$ cat config.mk
export PLATFORM = sky130hd
export DESIGN_NAME = instr_fetch_seq
export DESIGN_NICKNAME = d
export VERILOG_FILES = /design/src/rtl/instr_fetch_seq.sv
export SDC_FILE = /design/constraint.sdc
export NUM_CORES = 1
export LEC_CHECK = 0
export CAP_MARGIN = 25
export CORE_ASPECT_RATIO = 2
export CORE_MARGIN = 5
export CORE_UTILIZATION = 45
export CTS_CLUSTER_SIZE = 8
export DETAILED_ROUTE_END_ITERATION = 10
export HOLD_SLACK_MARGIN = 0.08
export PLACE_DENSITY_LB_ADDON = 0.05
export RECOVER_POWER = 100
export SYNTH_ARGS = -nofsm -noshare
export SYNTH_HDL_FRONTEND = slang
export SYNTH_SLANG_ARGS = --single-unit
$ cat constraint.sdc
create_clock -name clk -period 2.55 [get_ports clk]
set_clock_uncertainty 0.05 [all_clocks]
set_input_delay 0.3825 -clock clk [delete_from_list [all_inputs] [get_ports clk]]
set_output_delay 0.3825 -clock clk [all_outputs]
set_load 0.005 [all_outputs]
$ cat src/rtl/instr_fetch_seq.sv
// Instruction fetch sequencer: pulls an opcode plus its extension words off MDB
// and hands the assembled instruction to decode over a valid/ready handshake.
module instr_fetch_seq #(
  parameter int DATA_W  = 16,
  parameter bit CG_EN   = 1'b1,
  parameter int TIMEOUT = 15
) (
  input  logic              clk,
  input  logic              rst,
  input  logic [DATA_W-1:0] MDB_out,
  input  logic              mdb_valid,
  input  logic              flush,
  input  logic              instr_ready,
  output logic              fetch_req,
  output logic              pc_inc,
  output logic              instr_valid,
  output logic [DATA_W-1:0] IR,
  output logic [DATA_W-1:0] ext_src,
  output logic [DATA_W-1:0] ext_dst,
  output logic [1:0]        FORMAT,
  output logic [2:0]        AdAs,
  output logic [1:0]        n_ext,
  output logic              illegal,
  output logic              fetch_to
);

  typedef enum logic [1:0] {
    FETCH_OP,
    FETCH_SRC,
    FETCH_DST,
    ISSUE
  } state_t;

  localparam int WD_W = (TIMEOUT > 1) ? $clog2(TIMEOUT) : 1;
  localparam logic [WD_W-1:0] WD_MAX =
    WD_W'((TIMEOUT > 0) ? TIMEOUT - 1 : 0);

  state_t            state_q;
  logic [DATA_W-1:0] ir_q;
  logic [DATA_W-1:0] src_q;
  logic [DATA_W-1:0] dst_q;
  logic [1:0]        fmt_q;
  logic [2:0]        adas_q;
  logic [1:0]        n_q;
  logic              dst_need_q;
  logic              ill_q;
  logic              to_q;
  logic [WD_W-1:0]   wd_q;
  logic [WD_W-1:0]   wd_d;
  logic              to_d;

  logic       accept;
  logic [1:0] fmt_w;
  logic [3:0] sr_w;
  logic [1:0] as_w;
  logic       ad_w;
  logic       src_w;
  logic       dst_w;
  logic [2:0] adas_w;

  assign fetch_req   = (state_q != ISSUE);
  assign accept      = fetch_req & mdb_valid & ~flush;
  assign pc_inc      = accept;
  assign instr_valid = (state_q == ISSUE);
  assign IR          = ir_q;
  assign ext_src     = src_q;
  assign ext_dst     = dst_q;
  assign FORMAT      = fmt_q;
  assign AdAs        = adas_q;
  assign n_ext       = n_q;
  assign illegal     = ill_q;
  assign fetch_to    = to_q;

  // Opcode classification is done on the raw MDB word so the FSM can branch
  // in the same cycle the opcode is accepted.
  always_comb begin
    fmt_w = 2'd0;
    unique case (1'b1)
      MDB_out[15:13] == 3'b001:  fmt_w = 2'd3;
      MDB_out[15:12] == 4'b0001: fmt_w = 2'd2;
      MDB_out[15:14] != 2'b00:   fmt_w = 2'd1;
      default:                   fmt_w = 2'd0;
    endcase
    as_w  = MDB_out[5:4];
    ad_w  = MDB_out[7];
    sr_w  = (fmt_w == 2'd2) ? MDB_out[3:0] : MDB_out[11:8];
    src_w = ((fmt_w == 2'd1) || (fmt_w == 2'd2)) &&
            (((as_w == 2'b01) && !(CG_EN && (sr_w == 4'd3))) ||
             ((as_w == 2'b11) && (sr_w == 4'd0)));
    dst_w = (fmt_w == 2'd1) && ad_w;
    adas_w = 3'b000;
    if (fmt_w == 2'd1) adas_w = {ad_w, as_w};
    if (fmt_w == 2'd2) adas_w = {1'b0, as_w};
  end

  always_ff @(posedge clk or posedge rst) begin
    if (rst) begin
      state_q    <= FETCH_OP;
      ir_q       <= '0;
      src_q      <= '0;
      dst_q      <= '0;
      fmt_q      <= 2'd0;
      adas_q     <= 3'd0;
      n_q        <= 2'd0;
      dst_need_q <= 1'b0;
      ill_q      <= 1'b0;
    end else begin
      ill_q <= 1'b0;
      if (flush) begin
        state_q <= FETCH_OP;
      end else begin
        unique case (state_q)
          FETCH_OP: if (accept) begin
            ir_q       <= MDB_out;
            src_q      <= '0;
            dst_q      <= '0;
            n_q        <= 2'd0;
            fmt_q      <= fmt_w;
            adas_q     <= adas_w;
            dst_need_q <= dst_w;
            if (fmt_w == 2'd0) ill_q <= 1'b1;
            else if (src_w)    state_q <= FETCH_SRC;
            else if (dst_w)    state_q <= FETCH_DST;
            else               state_q <= ISSUE;
          end
          FETCH_SRC: if (accept) begin
            src_q   <= MDB_out;
            n_q     <= n_q + 2'd1;
            state_q <= dst_need_q ? FETCH_DST : ISSUE;
          end
          FETCH_DST: if (accept) begin
            dst_q   <= MDB_out;
            n_q     <= n_q + 2'd1;
            state_q <= ISSUE;
          end
          ISSUE: if (instr_ready) state_q <= FETCH_OP;
          default: state_q <= FETCH_OP;
        endcase
      end
    end
  end

  // Watchdog: only stalled fetch cycles count; any progress restarts it.
  always_comb begin
    wd_d = '0;
    to_d = 1'b0;
    if ((TIMEOUT != 0) && fetch_req && !mdb_valid && !flush) begin
      if (wd_q == WD_MAX) to_d = 1'b1;
      else                wd_d = wd_q + 1'b1;
    end
  end

  always_ff @(posedge clk or posedge rst) begin
    if (rst) begin
      wd_q <= '0;
      to_q <= 1'b0;
    end else begin
      wd_q <= wd_d;
      to_q <= to_d;
    end
  end

endmodule

Yosys cells after proc, flatten, opt, wreduce, memory -nomap -nowiden --
Index checks and enable logic that the tools add are counted.
Operators by class: $add $sub $neg 2, equality and inequality tests 21, muxes and demuxes 29, bitwise gates (word level) 3, reductions and logical operators 24
Operator list (count):
- $pmux 16 s2 | 2
- $mux 16 | 2
- $mux 2 | 9
- $ne 3x3->1 const B | 5
- $mux 4 | 3
- $reduce_and 4->1 | 3
- $eq 2x2->1 const B | 4
- $mux 1 | 8
- $ne 2x2->1 const B | 4
- $pmux 2 s4 | 1
- $reduce_bool 2->1 | 4
- $eq 2x1->1 const B | 3
- $logic_and 1x1->1 | 6
- $mux 3 | 2
- $pmux 2 s3 | 1
- $reduce_and 5->1 | 1
- $add 4x1->4 const B | 1
- $eq 4x1->1 const B | 1
- $eq 4x2->1 const B | 1
- $eq 4x4->1 const B | 1
- $logic_not 2->1 | 2
- $logic_not 4->1 | 1
- $pmux 2 s2 | 1
- $eq 3x1->1 const B | 1
- 8 further kinds | 12
Storage, ports and cells: register bits 64, bits of input ports 21, output and inout bits 60, word-level logic and storage cells 90

Longest topological paths before layout --
Gate-level depths: netlist of run 1.
depth in word-level cells 14, gate-level depth with buffers 7, depth with buffers taken out 5

Worst setup path after synthesis of run 1 --
Ideal clock, no wire load.
kind register to register, start point reg state_q[0], end point reg ir_q[10] (netlist: IR[10]), setup time 125 ps, arrival time 1538 ps, data required time 2375 ps, setup slack 837 ps, stages on the path, launching flop included 7, path buffers 2, period minus slack after synthesis 1713 ps, cells stage by stage dfrtp_1 > ha_1 > nor3b_2 > buf_6 > nand2_8 > buf_6 > mux2_4
Between the ends: word-level cells in the longest chain between the ends 4, elaborated cells between the ends (all ways) 5, those cells by class eq/ne (1); bitwise (2); reduce/logical (2)
Ends and longest elaborated chain:
- from (decl) | RTL line 38 | state_t state_q;
- from (signal assigned) | RTL line 129 | state_q <= dst_need_q ? FETCH_DST : ISSUE;
- $ne 2x2->1 | RTL line 61 | assign fetch_req = (state_q != ISSUE);
- $and 1x1->1 (2 in a row) | RTL line 62 | assign accept = fetch_req & mdb_valid & ~flush;
- named net pc_inc | RTL line 15 | output logic pc_inc,
- $reduce_and 3->1 (no line)
- to (signal assigned) | RTL line 114 | ir_q <= MDB_out;
- to (decl) | RTL line 39 | logic [DATA_W-1:0] ir_q;
The timed path passes the listed nets, and every way through them passes these cells. A chain may end at the register's enable or synchronous reset.

Worst setup path in the final report of run 1 --
start point reg state_q[0], end point out pc_inc
Between the ends: word-level cells in the longest chain between the ends 3
Ends and longest elaborated chain (RTL line):
- $ne 2x2->1 | 61
- $and 1x1->1 (2 in a row) | 62
- to (decl) | 15
No other way between the ends.

==> impl_metrics.env, run 1 <==
export IMPL_status="complete, but fails checks"
export IMPL_failed_checks="max-capacitance violations, max-slew violations"
export IMPL_row_count=39
export IMPL_crit_arrival_ps=1870
export IMPL_synthDistinctLibCells=40
export IMPL_drv_slew=65
export IMPL_cp_top_family="buffers and inverters"
export IMPL_synth_area_top_cells="dfrtp_1 60%, a22o_1 11%, mux2_4 3.9%, mux2_2 3.4%, ha_1 2.8%"
export IMPL_register_area_um2=1600
export IMPL_dieArea_um2=7690
export IMPL_pin_count=81
export IMPL_yosysSeqAreaShare=0.598
export IMPL_hold_buffers=0
export IMPL_grt_max_degree=65
export IMPL_fillCellCount=472
export IMPL_nets=318
export IMPL_multi_input_area_um2=917
export IMPL_syn_num_nets=229
export IMPL_viasPerCell=5.55
export IMPL_fp_dieH_um=119
export IMPL_ctsResizeCount=0
export IMPL_synth_edf_count=0
export IMPL_power_density_nw_per_um2=1110
export IMPL_hold_path_depth=2
export IMPL_max_stage_delay_ps=610
export IMPL_setup_viol=0
export IMPL_worst_pin_slew_ps=1530
export IMPL_worst_path_buf_inv=1
export IMPL_peakVddDrop_mv=0.637
export IMPL_ys_flop_type="dfrtp_1"
export IMPL_synth_top_area_frac=0.598
export IMPL_rsz0062_at_grt="no"
export IMPL_antenna_cells=0
export IMPL_dp_cells=341
export IMPL_cp_start_kind="register"
export IMPL_clockRootBuffer="clkbuf_16"
export IMPL_post_dp_hpwl_mm=5.00
export IMPL_crit_path_top_delay_cell="dlygate4sd3_1"
export IMPL_relSlewSlack=-0.0167
export IMPL_required_ps=2120
export IMPL_portBuffers=80
export IMPL_yosysWarnings=0
export IMPL_period_needed_ps=2300
export IMPL_crit_fanout=5
export IMPL_clk_latency_ps=320
export IMPL_avgSynthCellArea_um2=13.3
export IMPL_fmax_ghz=0.434
export IMPL_post_cts_buffers=0
export IMPL_r2r_cells=6
export IMPL_track_usage=0.196
export IMPL_cp_depth=3
export IMPL_vias=1981
export IMPL_synth_area_um2=2680
export IMPL_tns_ps=0
export IMPL_hold_viol=0
export IMPL_core_area_um2=5760
export IMPL_h_tree_depth=3
export IMPL_cp_end_kind="output port"
export IMPL_cts_tree="yes"
export IMPL_dpl_instance_area_um2=3560
export IMPL_grt_pass1_vias=2158
export IMPL_design_area_um2=3780
export IMPL_yosysMostFrequentCell="dfrtp_1"
export IMPL_finalWeightedCongestion=0.773
export IMPL_ant_nets=0
export IMPL_clkTransAtPathRegs_ps=50
export IMPL_async_flop_share=1.00
export IMPL_drc=0
export IMPL_numClockSinks=64
export IMPL_drt_total_wl_mm=6.87
export IMPL_yosys_area_top_type="dfrtp_1"
export IMPL_cts_buffers=9
export IMPL_grt_pass1_wl_mm=11.4
export IMPL_syn_to_final_growth_pct=41.1
export IMPL_wl_per_cell_um=19.3
export IMPL_final_cells=357
export IMPL_die_x_um=64.6
export IMPL_start_util=0.465
export IMPL_path_class="register to output port"
export IMPL_dr_pass1_iters=4
export IMPL_hold_path_class="register to register"
export IMPL_syn_inst=202
export IMPL_fin_crit_sh=0.903
export IMPL_overflow=0
export IMPL_cp_cell_sequence="ha_1, nor3b_1, dlygate4sd3_1"
export IMPL_clk_path_buf_depth=2
export IMPL_drt_initial_drc_count=79
export IMPL_antenna_found_initial=0
export IMPL_drive_above_1_share=0.122
export IMPL_yosys_top_cells_count="64 x dfrtp_1, 33 x a22o_1, 11 x nand2_1"
export IMPL_synth_seq_cells=64
export IMPL_drv_cap=1
export IMPL_leakagePower_uw=0.00181
flip-flops by register name (all words and copies together) (netlist names):
name	cells
IR	16
AdAs	3
illegal	1
ext_dst	16
wd_q	4
ext_src	16
n_ext	2
dst_need_q	1
FORMAT	2
state_q	2
fetch_to	1
per-stage QoR:
stage | util | setup WS [ps] | hold WS, ps | total power (uW)
2_1_floorplan | - | 519 | 400 | 2310
3_5_place_dp | 0.618 | 431 | 421 | 3280
6_report | 0.656 | 247 | 428 | 4190
3_3_place_gp | 0.618 | 476 | 415 | 3260
5_1_grt | 0.656 | 161 | 456 | 4460
4_1_cts | 0.668 | 351 | 409 | 4490
worst min-delay path, delay by kind of cell, from the launching register on:
kind / cells / cell delay [ps]
simple gates: 1 / 40
compound gates: 1 / 60
flops: 1 / 340
logic make-up after synthesis:
group | count (synthesis) | synth area share
simple gates | 37 | 0.0799
buf+inv | 20 | 0.0411
mux | 16 | 0.0766
fa+ha+maj | 6 | 0.0280
xor+xnor | 2 | 0.00654
compound gates | 57 | 0.170
flops | 64 | 0.598
routing by layer:
metal,wire (um),part of all wire,up-vias,global-route usage
met1,2610,0.38,985,0.220
met3,338,0.049,17,0.0508
met2,3690,0.54,62,0.338
met5,0,0,-,0
met4,231,0.034,0,0.0980
li1,-,-,917,-
power by group:
group          internal [uW]  switching, uW
sequential              1400            219
combinational            837            549
clock                    750            430
layout make-up:
class,count,share of cell area
tap,61,0.0202
inverter,10,0.00993
timing repair buffer,88,0.227
clock buffer,10,0.0606
clock inverter,6,0.0159
sequential,64,0.424
multi-input combinational,118,0.243
path summary, 6_finish.rpt:
kind                       slack (ps)                     end              startpoint
max reg2reg                       380  dst_need_q$_DFFE_PP0P_  state_q[0]$_DFFE_PP0P_
max                               250                  pc_inc  state_q[0]$_DFFE_PP0P_
min reg2reg                       430     AdAs[0]$_DFFE_PP0P_     AdAs[0]$_DFFE_PP0P_
max in group asynchronous         560     AdAs[1]$_DFFE_PP0P_                     rst
min                               430     AdAs[0]$_DFFE_PP0P_     AdAs[0]$_DFFE_PP0P_
min in group asynchronous         980      IR[11]$_DFFE_PP0P_                     rst
placed cells by master (no fill, tap or decap), drive strengths merged, types with 2 or more instances in the layout:
master	netlist	routed
buf	8	7
a22o	33	33
mux2	15	15
nand2	12	12
clkinvlp	0	2
inv	10	9
nor2	6	6
nand3	4	4
clkdlybuf4s50	0	19
nor3	2	2
dfrtp	64	64
and2	3	3
clkinv	0	4
ha	6	6
nor2b	2	2
nor3b	3	3
dlygate4sd3	0	61
a21o	2	2
o21ai	12	12
nand4	2	2
clkbuf	2	11
(Power assumes the default switching activity.)
==> run 2: changes to the inputs <==
--- a/config.mk
+++ b/config.mk
@@ -6,11 +6,12 @@
 export NUM_CORES = 1
 export LEC_CHECK = 0
 export CAP_MARGIN = 25
-export CORE_ASPECT_RATIO = 2
+export CORE_ASPECT_RATIO = 1.1
 export CORE_MARGIN = 5
 export CORE_UTILIZATION = 45
 export CTS_CLUSTER_SIZE = 8
 export DETAILED_ROUTE_END_ITERATION = 10
+export DONT_BUFFER_PORTS = 1
 export HOLD_SLACK_MARGIN = 0.08
 export PLACE_DENSITY_LB_ADDON = 0.05
 export RECOVER_POWER = 100
==> run 2 against run 1 <==
Against the previous run:
- the run now ends clean
- first-iteration DRC count is 13% higher
- hold slack worse by 300 ps
- register-to-register slack better by 70 ps
- sequential share of layout area is 13 points higher
- critical path depth is 3 higher
- combinational power is 51% lower
- clock-buffer cell count is 3 higher
==> impl_metrics.env, run 2 (same netlist as run 1, synthesis figures left out) <==
export IMPL_drv_cap=0
export IMPL_dieArea_um2=7600
export IMPL_period_needed_ps=2100
export IMPL_rsz0062_at_grt="no"
export IMPL_grt_pass1_wl_mm=10.1
export IMPL_start_util=0.464
export IMPL_clk_path_buf_depth=2
export IMPL_cp_common_cell="nor3b_1"
export IMPL_crit_fanout=28
export IMPL_ant_nets=0
export IMPL_drc=0
export IMPL_relSlewSlack=0.282
export IMPL_r2r_end="AdAs[2]$_DFFE_PP0P_"
export IMPL_viasPerCell=5.77
export IMPL_fillCellCount=522
export IMPL_cp_cell_sequence="ha_1, nor3b_1, buf_4, nand2_8, nor3b_1, a21o_1"
export IMPL_clk_latency_ps=330
export IMPL_tns_ps=0
export IMPL_core_area_um2=5770
export IMPL_power_density_nw_per_um2=1130
export IMPL_drt_total_wl_mm=6.20
export IMPL_power_frac_comb=0.208
export IMPL_post_cts_buffers=0
export IMPL_drt_initial_drc_count=89
export IMPL_hold_path_depth=1
export IMPL_final_common_cell="dfrtp_1"
export IMPL_wl_per_cell_um=21.4
export IMPL_hold_path_class="input port to register"
export IMPL_worst_path_buf_inv=1
export IMPL_r2r_cells=6
export IMPL_die_x_um=83.6
export IMPL_overflow=0
export IMPL_cts_buffers=9
export IMPL_post_dp_hpwl_mm=4.49
export IMPL_clkTransAtPathRegs_ps=70
export IMPL_syn_to_final_growth_pct=8.92
export IMPL_setup_viol=0
export IMPL_multi_input_area_um2=931
export IMPL_grt_max_degree=38
export IMPL_rr_startpoint="state_q[0]$_DFFE_PP0P_"
export IMPL_switching_power_uw=1040
export IMPL_final_cells=290
export IMPL_cp_top_family="simple AND/OR/NAND/NOR gates"
export IMPL_path_class="register to register"
export IMPL_max_stage_delay_ps=410
export IMPL_seq_power_share=0.532
export IMPL_grt_pass1_vias=1802
export IMPL_holdCritStartpoint="MDB_out[5]"
export IMPL_cp_end_kind="register"
export IMPL_r2r_slack_ps=450
export IMPL_min_to="ext_dst[5]$_DFFE_PP0P_"
export IMPL_portBuffers=0
export IMPL_track_usage=0.171
export IMPL_dp_cells=273
export IMPL_pin_count=81
export IMPL_p_int_uw=2260
export IMPL_status="finished clean"
export IMPL_hold_viol=0
export IMPL_drive_above_1_share=0.146
export IMPL_clockRootBuffer="clkbuf_8"
export IMPL_antenna_cells=0
export IMPL_row_count=29
export IMPL_fmax_ghz=0.477
export IMPL_nets=235
export IMPL_peakVddDrop_mv=0.542
export IMPL_vias=1672
export IMPL_total_power_uw=3300
export IMPL_fp_dieH_um=90.9
export IMPL_register_area_um2=1600
export IMPL_worst_pin_slew_ps=1080
export IMPL_finalWeightedCongestion=0.789
export IMPL_leakagePower_uw=0.00136
export IMPL_h_tree_depth=3
export IMPL_cts_tree="yes"
export IMPL_final_cell_mix="64 x dfrtp_1, 33 x a22o_1, 11 x nand2_1, 11 x clkbuf_8"
export IMPL_fin_crit_sh=0.822
export IMPL_required_ps=2770
export IMPL_numClockSinks=64
export IMPL_pwr_share_clk=0.261
export IMPL_cp_start_kind="register"
export IMPL_crit_path_top_delay_cell="dfrtp_1"
export IMPL_crit_arrival_ps=2310
export IMPL_drv_slew=0
export IMPL_switching_share=0.316
export IMPL_antenna_found_initial=0
export IMPL_dr_pass1_iters=4
-- run 2: what timing repair did --
action | in CTS | in global routing
hold buffers | 1 | 0
hold endpoints to repair | 27 | 0
resized for setup | 0 | 0
-- run 2: worst max path at each step --
| stage | to | slack, ps | startpoint | cells after the start |
|---|---|---|---|---|
| 3_3_place_gp | IR[8]$_DFFE_PP0P_ | 680 | state_q[0]$_DFFE_PP0P_ | 5 |
| 6_report | AdAs[2]$_DFFE_PP0P_ | 450 | state_q[0]$_DFFE_PP0P_ | 6 |
| 3_5_place_dp | ext_dst[2]$_DFFE_PP0P_ | 620 | state_q[0]$_DFFE_PP0P_ | 5 |
| 2_1_floorplan | AdAs[0]$_DFFE_PP0P_ | 520 | rst | 1 |
| 5_1_grt | AdAs[2]$_DFFE_PP0P_ | 240 | state_q[0]$_DFFE_PP0P_ | 6 |
| 4_1_cts | ext_dst[2]$_DFFE_PP0P_ | 600 | state_q[0]$_DFFE_PP0P_ | 5 |
-- run 2: power by group through the flow --
stage / clock network (uW) / registers, uW / logic [uW]
4_1_cts: 884 / 1780 / 753
2_1_floorplan: 0 / 1650 / 660
3_5_place_dp: 0 / 1780 / 755
5_1_grt: 927 / 1810 / 775
6_report: 861 / 1760 / 686
3_3_place_gp: 0 / 1770 / 717
-- run 2: layout make-up --
| cell class | count | share of cell area |
|---|---|---|
| Sequential cell | 64 | 0.549 |
| Multi-Input combinational cell | 118 | 0.319 |
| Clock buffer | 13 | 0.0545 |
| Tap cell | 77 | 0.0330 |
| Timing Repair Buffer | 5 | 0.0180 |
| Clock inverter | 3 | 0.0137 |
| Inverter | 10 | 0.0129 |
-- run 2: per-layer routing --
layer	track usage	up-vias	routed length [um]
met4	0.0483	0	70
met5	0	-	0
met3	0.0830	7	540
met1	0.197	847	2460
li1	-	753	-
met2	0.282	65	3130
-- run 2: per-stage QoR --
step | hold WS (ps) | setup WS (ps) | util | area (um2)
6_report | 129 | 453 | 0.506 | 2920
5_1_grt | 108 | 236 | 0.506 | 2920
4_1_cts | 114 | 599 | 0.512 | 2950
3_5_place_dp | 317 | 620 | 0.476 | 2750
3_3_place_gp | 310 | 678 | 0.476 | 2750
2_1_floorplan | 400 | 519 | - | 2680
